`config.mk`:
```
export PLATFORM = sky130hd
export DESIGN_NAME = button_debouncer_flat
export DESIGN_NICKNAME = d
export VERILOG_FILES = /design/src/rtl/button_debouncer_if.sv /design/src/rtl/button_debouncer.sv /design/src/flat_wrapper.sv
export SDC_FILE = /design/constraint.sdc
export NUM_CORES = 1
export LEC_CHECK = 0
export ABC_AREA = 1
export BUFFER_PORTS_ARGS = -buffer_cell sky130_fd_sc_hd__buf_2
export CORE_MARGIN = 3
export CORE_UTILIZATION = 51
export DETAILED_ROUTE_END_ITERATION = 8
export PLACE_DENSITY_LB_ADDON = 0.1
export SYNTH_ARGS = -nofsm -noshare
export SYNTH_HDL_FRONTEND = slang
export SYNTH_SLANG_ARGS = --single-unit
```
`constraint.sdc`:
```
create_clock -name clock -period 4 [get_ports clock]
set_input_delay 0.4 -clock clock [delete_from_list [all_inputs] [get_ports clock]]
set_output_delay 0.4 -clock clock [all_outputs]
set_load 0.03 [all_outputs]
```
`src/rtl/button_debouncer_if.sv`:
```
`default_nettype none
// ============================================================================
//  Module      : button_debouncer_if
//  Description : Button-side bundle for button_debouncer: raw active-low
//                buttons in, debounced level plus press/release strobes out.
//                `release` is a SystemVerilog keyword, so that strobe is
//                carried as `release_`.
//  Revision    : 1.0 - initial release
// ============================================================================
interface button_debouncer_if #(
    parameter int WIDTH = 2
);
    logic [WIDTH-1:0] btn_n;     // raw buttons, active-low, asynchronous
    logic [WIDTH-1:0] level;     // debounced state, 1 = pressed
    logic [WIDTH-1:0] press;     // one-cycle strobe on level 0->1
    logic [WIDTH-1:0] release_;  // one-cycle strobe on level 1->0

    // Button source / consumer side
    modport master (
        output btn_n,
        input  level,
        input  press,
        input  release_
    );

    // Debouncer side
    modport slave (
        input  btn_n,
        output level,
        output press,
        output release_
    );
endinterface : button_debouncer_if
`default_nettype wire

```
`src/rtl/button_debouncer.sv`:
```
`default_nettype none
// ============================================================================
//  Module      : button_debouncer
//  Description : Per-channel synchroniser + stability-counter debouncer for
//                active-low push-buttons. Produces a registered debounced
//                level and single-cycle press / release strobes, intended as
//                clock enables in the clock domain.
//  Revision    : 1.0 - initial release
// ============================================================================
module button_debouncer #(
    parameter int WIDTH         = 2,
    parameter int STABLE_CYCLES = 120000
) (
    input  wire              clock,
    input  wire              reset,
    button_debouncer_if.slave bus
);

    // Counter only needs to reach STABLE_CYCLES-1; keep at least one bit so
    // the smallest legal setting still elaborates cleanly.
    localparam int c_CNT_W = (STABLE_CYCLES > 2) ? $clog2(STABLE_CYCLES) : 1;
    localparam logic [c_CNT_W-1:0] c_CNT_LAST = c_CNT_W'(STABLE_CYCLES - 1);

    typedef enum logic [1:0] {
        ST_RELEASED     = 2'd0,
        ST_PRESS_WAIT   = 2'd1,
        ST_PRESSED      = 2'd2,
        ST_RELEASE_WAIT = 2'd3
    } state_t;

    logic [WIDTH-1:0] w_level;
    logic [WIDTH-1:0] w_press;
    logic [WIDTH-1:0] w_release;

    generate
        for (genvar i = 0; i < WIDTH; i++) begin : g_ch
            logic               r_sync1;
            logic               r_sync2;
            logic               w_s;
            state_t             r_state;
            state_t             w_state_next;
            logic [c_CNT_W-1:0] r_cnt;
            logic [c_CNT_W-1:0] w_cnt_next;
            logic               r_level;
            logic               w_level_next;
            logic               r_press;
            logic               w_press_next;
            logic               r_release;
            logic               w_release_next;

            // Two-flop synchroniser; resets to the released (high) value so
            // a held button is debounced afresh after reset.
            always_ff @(posedge clock or posedge reset) begin
                if (reset) begin
                    r_sync1 <= 1'b1;
                    r_sync2 <= 1'b1;
                end else begin
                    r_sync1 <= bus.btn_n[i];
                    r_sync2 <= r_sync1;
                end
            end

            // Synchronised sample, converted to active-high.
            assign w_s = ~r_sync2;

            // State, stability counter and registered outputs.
            always_ff @(posedge clock or posedge reset) begin
                if (reset) begin
                    r_state   <= ST_RELEASED;
                    r_cnt     <= '0;
                    r_level   <= 1'b0;
                    r_press   <= 1'b0;
                    r_release <= 1'b0;
                end else begin
                    r_state   <= w_state_next;
                    r_cnt     <= w_cnt_next;
                    r_level   <= w_level_next;
                    r_press   <= w_press_next;
                    r_release <= w_release_next;
                end
            end

            // Next-state logic: any disagreement during a wait restarts from
            // the stable state, so only an unbroken run is accepted.
            always_comb begin
                w_state_next   = r_state;
                w_cnt_next     = r_cnt;
                w_press_next   = 1'b0;
                w_release_next = 1'b0;
                unique case (r_state)
                    ST_RELEASED: begin
                        if (w_s) begin
                            w_state_next = ST_PRESS_WAIT;
                            w_cnt_next   = '0;
                        end
                    end
                    ST_PRESS_WAIT: begin
                        if (!w_s) begin
                            w_state_next = ST_RELEASED;
                            w_cnt_next   = '0;
                        end else if (r_cnt == c_CNT_LAST) begin
                            w_state_next = ST_PRESSED;
                            w_cnt_next   = '0;
                            w_press_next = 1'b1;
                        end else begin
                            w_cnt_next   = r_cnt + 1'b1;
                        end
                    end
                    ST_PRESSED: begin
                        if (!w_s) begin
                            w_state_next = ST_RELEASE_WAIT;
                            w_cnt_next   = '0;
                        end
                    end
                    ST_RELEASE_WAIT: begin
                        if (w_s) begin
                            w_state_next = ST_PRESSED;
                            w_cnt_next   = '0;
                        end else if (r_cnt == c_CNT_LAST) begin
                            w_state_next   = ST_RELEASED;
                            w_cnt_next     = '0;
                            w_release_next = 1'b1;
                        end else begin
                            w_cnt_next     = r_cnt + 1'b1;
                        end
                    end
                    default: begin
                        w_state_next = ST_RELEASED;
                        w_cnt_next   = '0;
                    end
                endcase
            end

            // Debounced level is high exactly while pressed or waiting to
            // confirm a release; registered from the next state.
            assign w_level_next = (w_state_next == ST_PRESSED) ||
                                  (w_state_next == ST_RELEASE_WAIT);

            assign w_level[i]   = r_level;
            assign w_press[i]   = r_press;
            assign w_release[i] = r_release;
        end
    endgenerate

    assign bus.level    = w_level;
    assign bus.press    = w_press;
    assign bus.release_ = w_release;

endmodule : button_debouncer
`default_nettype wire

```
`src/flat_wrapper.sv`:
```
// flat-port wrapper written by rule: the top's interface ports become plain ports
module button_debouncer_flat 
#(
    parameter int WIDTH         = 2,
    parameter int STABLE_CYCLES = 120000
)
  (clock, reset, bus_btn_n, bus_level, bus_press, bus_release_);
  button_debouncer_if #(.WIDTH(WIDTH)) bus_i ();
  input  wire clock;
  input  wire reset;
  input wire logic [$bits(bus_i.btn_n)-1:0] bus_btn_n;
  output wire logic [$bits(bus_i.level)-1:0] bus_level;
  output wire logic [$bits(bus_i.press)-1:0] bus_press;
  output wire logic [$bits(bus_i.release_)-1:0] bus_release_;
  assign bus_i.btn_n = bus_btn_n;
  assign bus_level = bus_i.level;
  assign bus_press = bus_i.press;
  assign bus_release_ = bus_i.release_;
  button_debouncer #(.WIDTH(WIDTH), .STABLE_CYCLES(STABLE_CYCLES)) u_core (.clock(clock), .reset(reset), .bus(bus_i));
endmodule
```
# [Yosys cells after proc, flatten, opt, wreduce, memory -nomap -nowiden]
# Index checks and enable logic that the tools add are counted.
[word_totals] in_bits=4 output_inout_bits=6 elab_cells=74 register_bits=48
[op_classes] reduce_logical=6 n_addsub=2 muxes=36 eq_ne=16
[ops] cell="17-bit 2-to-1 mux" count=10
[ops] cell="17-bit one-hot mux with 4 select lines" count=2
[ops] cell="17-bit by 1-bit adder with 17-bit output, second input constant" count=2
[ops] cell="17-bit equality test, second input constant" count=2
[ops] cell="2-bit 2-to-1 mux" count=12
[ops] cell="2-bit equality test, second input constant" count=8
[ops] cell="2-bit one-hot mux with 4 select lines" count=2
[ops] cell="1-bit 2-to-1 mux" count=10
[ops] cell="2-bit by 1-bit equality test with 1-bit output, second input constant" count=2
[ops] cell="2-bit zero test" count=2
[ops] cell="2-bit by 1-bit inequality test with 1-bit output, second input constant" count=2
[ops] cell="2-bit inequality test, second input constant" count=2
[ops] cell="2-bit AND reduction" count=2
[ops] cell="1-bit logical OR" count=2

# [Logic depth before layout (Yosys ltp)]
[logic_depth] word_depth=6 mapped_depth=9 depth_no_buf=9

# [Least setup slack after synthesis]
# Ideal clock, no wire load.
[synth_path] path_kind="register -> register" from="reg u_core.g_ch[0].r_cnt[0]" to="reg u_core.g_ch[0].r_cnt[3]" setup_time_ns=0.120 t_arrival_ns=1.252 slack_ns=2.628 synth_period_minus_slack_ns=1.372 required_ns=3.880 path_buffers=0 stages_incl_launch_ff=9 path_cell_list="dfrtp_1 ha_1 nand3_1 inv_1 nand3_1 nor2_4 nor2_4 nor2_4 nor2_1"
[synth_via] elab_chain_cells=4 word_cells_on_any_way=6 classes_between="add/sub (1); eq/ne (1); mux (4)"
[synth_rtl] item="start: declaration" line="button_debouncer.sv:42" text="logic [c_CNT_W-1:0] r_cnt;"
[synth_rtl] item="start signal: assignment" line="button_debouncer.sv:76" text="r_cnt <= w_cnt_next;"
[synth_rtl] item="17-bit by 1-bit adder with 17-bit output / 17-bit equality test (equally long branches)"
[synth_rtl] item="17-bit 2-to-1 mux *" line="button_debouncer.sv:101, button_debouncer.sv:119"
[synth_rtl] item="17-bit 2-to-1 mux, on equally long branches" line="button_debouncer.sv:116, button_debouncer.sv:98"
[synth_rtl] item="17-bit one-hot mux with 4 select lines *" line="button_debouncer.sv:90" text="unique case (r_state)"
# Every way passes the cells marked *; elsewhere a longest branch is shown, timed or not.
# A chain may end at the register's enable or synchronous reset.

# [Final worst setup path]
[layout_path] from="reg u_core.g_ch[0].r_sync2" to="reg u_core.g_ch[0].r_cnt[8]"
[layout_via] elab_chain_cells=2 word_cells_on_any_way=6 classes_between="eq/ne (2); mux (3); reduce/logical (1)"
[layout_rtl] item="start: declaration" line="button_debouncer.sv:38" text="logic r_sync2;"
[layout_rtl] item="start signal: assignment" line="button_debouncer.sv:59" text="r_sync2 <= r_sync1;"
[layout_rtl] item="17-bit 2-to-1 mux, or another cell as far along" line="button_debouncer.sv:116" text="if (w_s) begin"
[layout_rtl] item="17-bit one-hot mux with 4 select lines / 2-bit AND reduction (equally long branches)"
# Parallel ways exist; a longest one is shown, timed or not.

==> flow_summary.ini <==
[timing]
rsz0062_at_grt = no
hold_violations = 0
slew_violations = 0
finalCriticalPeriod_ps = 1770
fin_ws_ps = 2230
report.final.setup_viol = 0
post-route-period-util_pct = 44.2
slew_headroom_pct = 34.6
max_slew.worst_pin.slew_ps = 982
finalSetupTns_ps = 0
max_freq_mhz = 566
clock_skew_ps = 4.11

[clock_tree]
clk_path_buf_depth = 2
cts_resized = 0
ctsHoldBuffers = 0
cts_max_level = 2
clk_pin_slew_ps = 90
numClockSinks = 48
clk_latency_ps = 300
numCtsBuffers = 5
cts_tree = built
cts-root-buf = clkbuf_8
post_cts_buffers = 0

[routing]
viasPerCell = 5.08
vias = 2144
wire_per_inst_um = 12.5
route.detailed.drc = 0
drt_pass1_iterations = 5
detail_route.wirelength_mm = 5.28
first_iter_violations = 148
ant_nets = 0

[synth]
synth_top_area_share_pct = 41.1
synth_area_um2 = 2680
yosys-top-cells-area = dfrtp_1 (41%), nand2_1 (14%), inv_1 (6.2%), nor2_1 (5.7%), nand3_1 (5.0%)
netlist_instances = 349
synth_common_cells = nand2_1 (98), dfrtp_1 (44), inv_1 (44)
syn-mean-instance-area_um2 = 7.68
yosysSeqAreaShare_pct = 45.0
synth_edf_count = 0
ys_ff_latch = 48
yosysTopAreaCell = dfrtp_1
synth_fp_nets = 355
yosys_warnings = 0
synth.distinct_cells = 27
ys_async_sr_fraction_pct = 100
yosysMostFrequentCell = nand2_1
synthFlopType = dfrtp_1

[grt]
antenna_found_initial = 0
grt_pass1_vias = 1988
grt_pass1_wl_mm = 9.40
grt_max_degree = 49
grt_use_total_pct = 19.4
grt.overflow.total = 0

[floorplanning]
die_h_um = 78.5
die_x_um = 78.5
dieArea_um2 = 6160
core_um2 = 4910
start_util_pct = 54.5
ios = 10
num_rows = 25

[run]
cap_violations = 0

[pwr]
power_density_nw_per_um2 = 298
peakVddDrop_v = 0.000283
totalPowerFinal_uw = 842
static-leakage-power_nw = 1.31
switching_share_pct = 23.9
pwr-share-seq_pct = 59.3
pwr-share-clk_pct = 36.0
power_switching_uw = 201
internal_power_uw = 641
pwr-share-comb_pct = 4.8

[setup_path]
critPathMaxFanout = 11
crit_buf_inv = 1
critPathArrivalTime_ps = 1970
cp_slowest_cell = dfstp_2
cp-start-kind = register
required_ps = 4200
crit_family = flip-flops
path_cells = nor2_1 > nor2_1 > nand2_1 > inv_1 > o21ai_0 > nand2_1 > nor2_1
max_stage_delay_ps = 560
endpoint_kind = register
cpMostUsedCell = nor2_1
critPathKind = register to register

[min_path]
min_path_type = input pin to register

[cells_and_area]
seqCellArea_um2 = 1210
stdcell_area_um2 = 2820
multiInputGateArea_um2 = 1220
antenna_cells = 0
n_fill_cell = 497
nNetsFinal = 360
area_growth_pct = 5.37
drive_gt1_share_pct = 13.0
layoutNonFillerInstCount = 422

[placement]
dp_hpwl_mm = 3.78
pre_cts_slack_ps = 2280
gp_congestion = 0.833
placement.io_buffers = 9
place_area_um2 = 2730
dp_cells = 414

[outcome]
status = completed
-- layout by cell type, fill, tap and decap left out, types with 3 or more instances in the layout --
master,instances
o21ai_0,14
inv_1,43
nand2_2,5
nor3_1,7
inv_2,3
nand3_2,3
nor2_1,41
nand3_1,27
nand2_1,98
dfstp_2,4
buf_2,9
dfrtp_1,44
nor2_2,7
nand4_1,10
xor2_1,15
nor2_4,4
clkbuf_8,6
-- per-stage QoR --
stage	hold slack (ps)	utilization, %
2_1_floorplan	345	-
3_3_place_gp	348	55.6
3_5_place_dp	347	55.6
4_1_cts	173	57.5
5_1_grt	165	57.5
6_report	184	57.5
-- final timing paths --
path | end | cells past startpoint | startpoint | slack, ps
worst max-delay path | u_core.g_ch[0].r_cnt[8] | 7 | u_core.g_ch[0].r_sync2 | 2230
worst min-delay path | u_core.g_ch[1].r_sync1 | 1 | bus_btn_n[1] | 180
worst max register to register | u_core.g_ch[0].r_cnt[8] | 7 | u_core.g_ch[0].r_sync2 | 2230
worst min register to register | u_core.g_ch[1].r_sync2 | 0 | u_core.g_ch[1].r_sync1 | 360
max in group asynchronous | u_core.g_ch[0].r_cnt[5] | 2 | reset | 3060
min in group asynchronous | u_core.g_ch[1].r_cnt[0] | 2 | reset | 310
-- worst register-to-register path, stage by stage (launching register included) --
cell and delay, ps:
dfstp_2 560, nor2_1 60, nor2_1 140, nand2_1 240, inv_1 410, o21ai_0 140
nand2_1 70, nor2_1 40
-- cells by family (layout without fill, tap and decap cells) --
family          count (synthesis)  in the layout  synth area share (%)
flops                          48             48                  45.0
simple gates                  204            204                  34.4
buf+inv                        57             63                  9.34
fa+ha+maj                       2              2                 0.934
compound gates                 22             22                  5.04
xor+xnor                       16             16                  5.23
-- metal layers --
metal / track usage, % / up-vias / wire length (µm)
li1: - / 1100 / -
met1: 29.6 / 989 / 2820
met2: 27.5 / 48 / 2140
met3: 3.44 / 7 / 250
met4: 6.64 / 0 / 77
met5: 0 / - / 0
-- layout make-up --
cell class,count,area share [%]
timing repair buffer,9,1.60
clock inverter,2,0.355
multi-input combinational,244,43.3
tap,67,2.97
clock buffer,6,2.93
sequential,48,42.7
inverter,46,6.12
-- power by group through the flow --
stage	sequential (mW)	combinational (mW)	clock (mW)
after global placement	0.508	0.0402	0
after floorplan	0.507	0.0318	0
after CTS	0.499	0.0407	0.315
after detailed placement	0.508	0.0405	0
after global routing	0.500	0.0460	0.331
final	0.499	0.0400	0.303
-- state kept, by name, summed over array words and instances, names as in the netlist --
register               flops
u_core.g_ch.r_cnt         34
u_core.g_ch.r_state        4
u_core.g_ch.r_level        2
u_core.g_ch.r_press        2
u_core.g_ch.r_release      2
u_core.g_ch.r_sync1        2
u_core.g_ch.r_sync2        2
(Power assumes the default switching activity.)
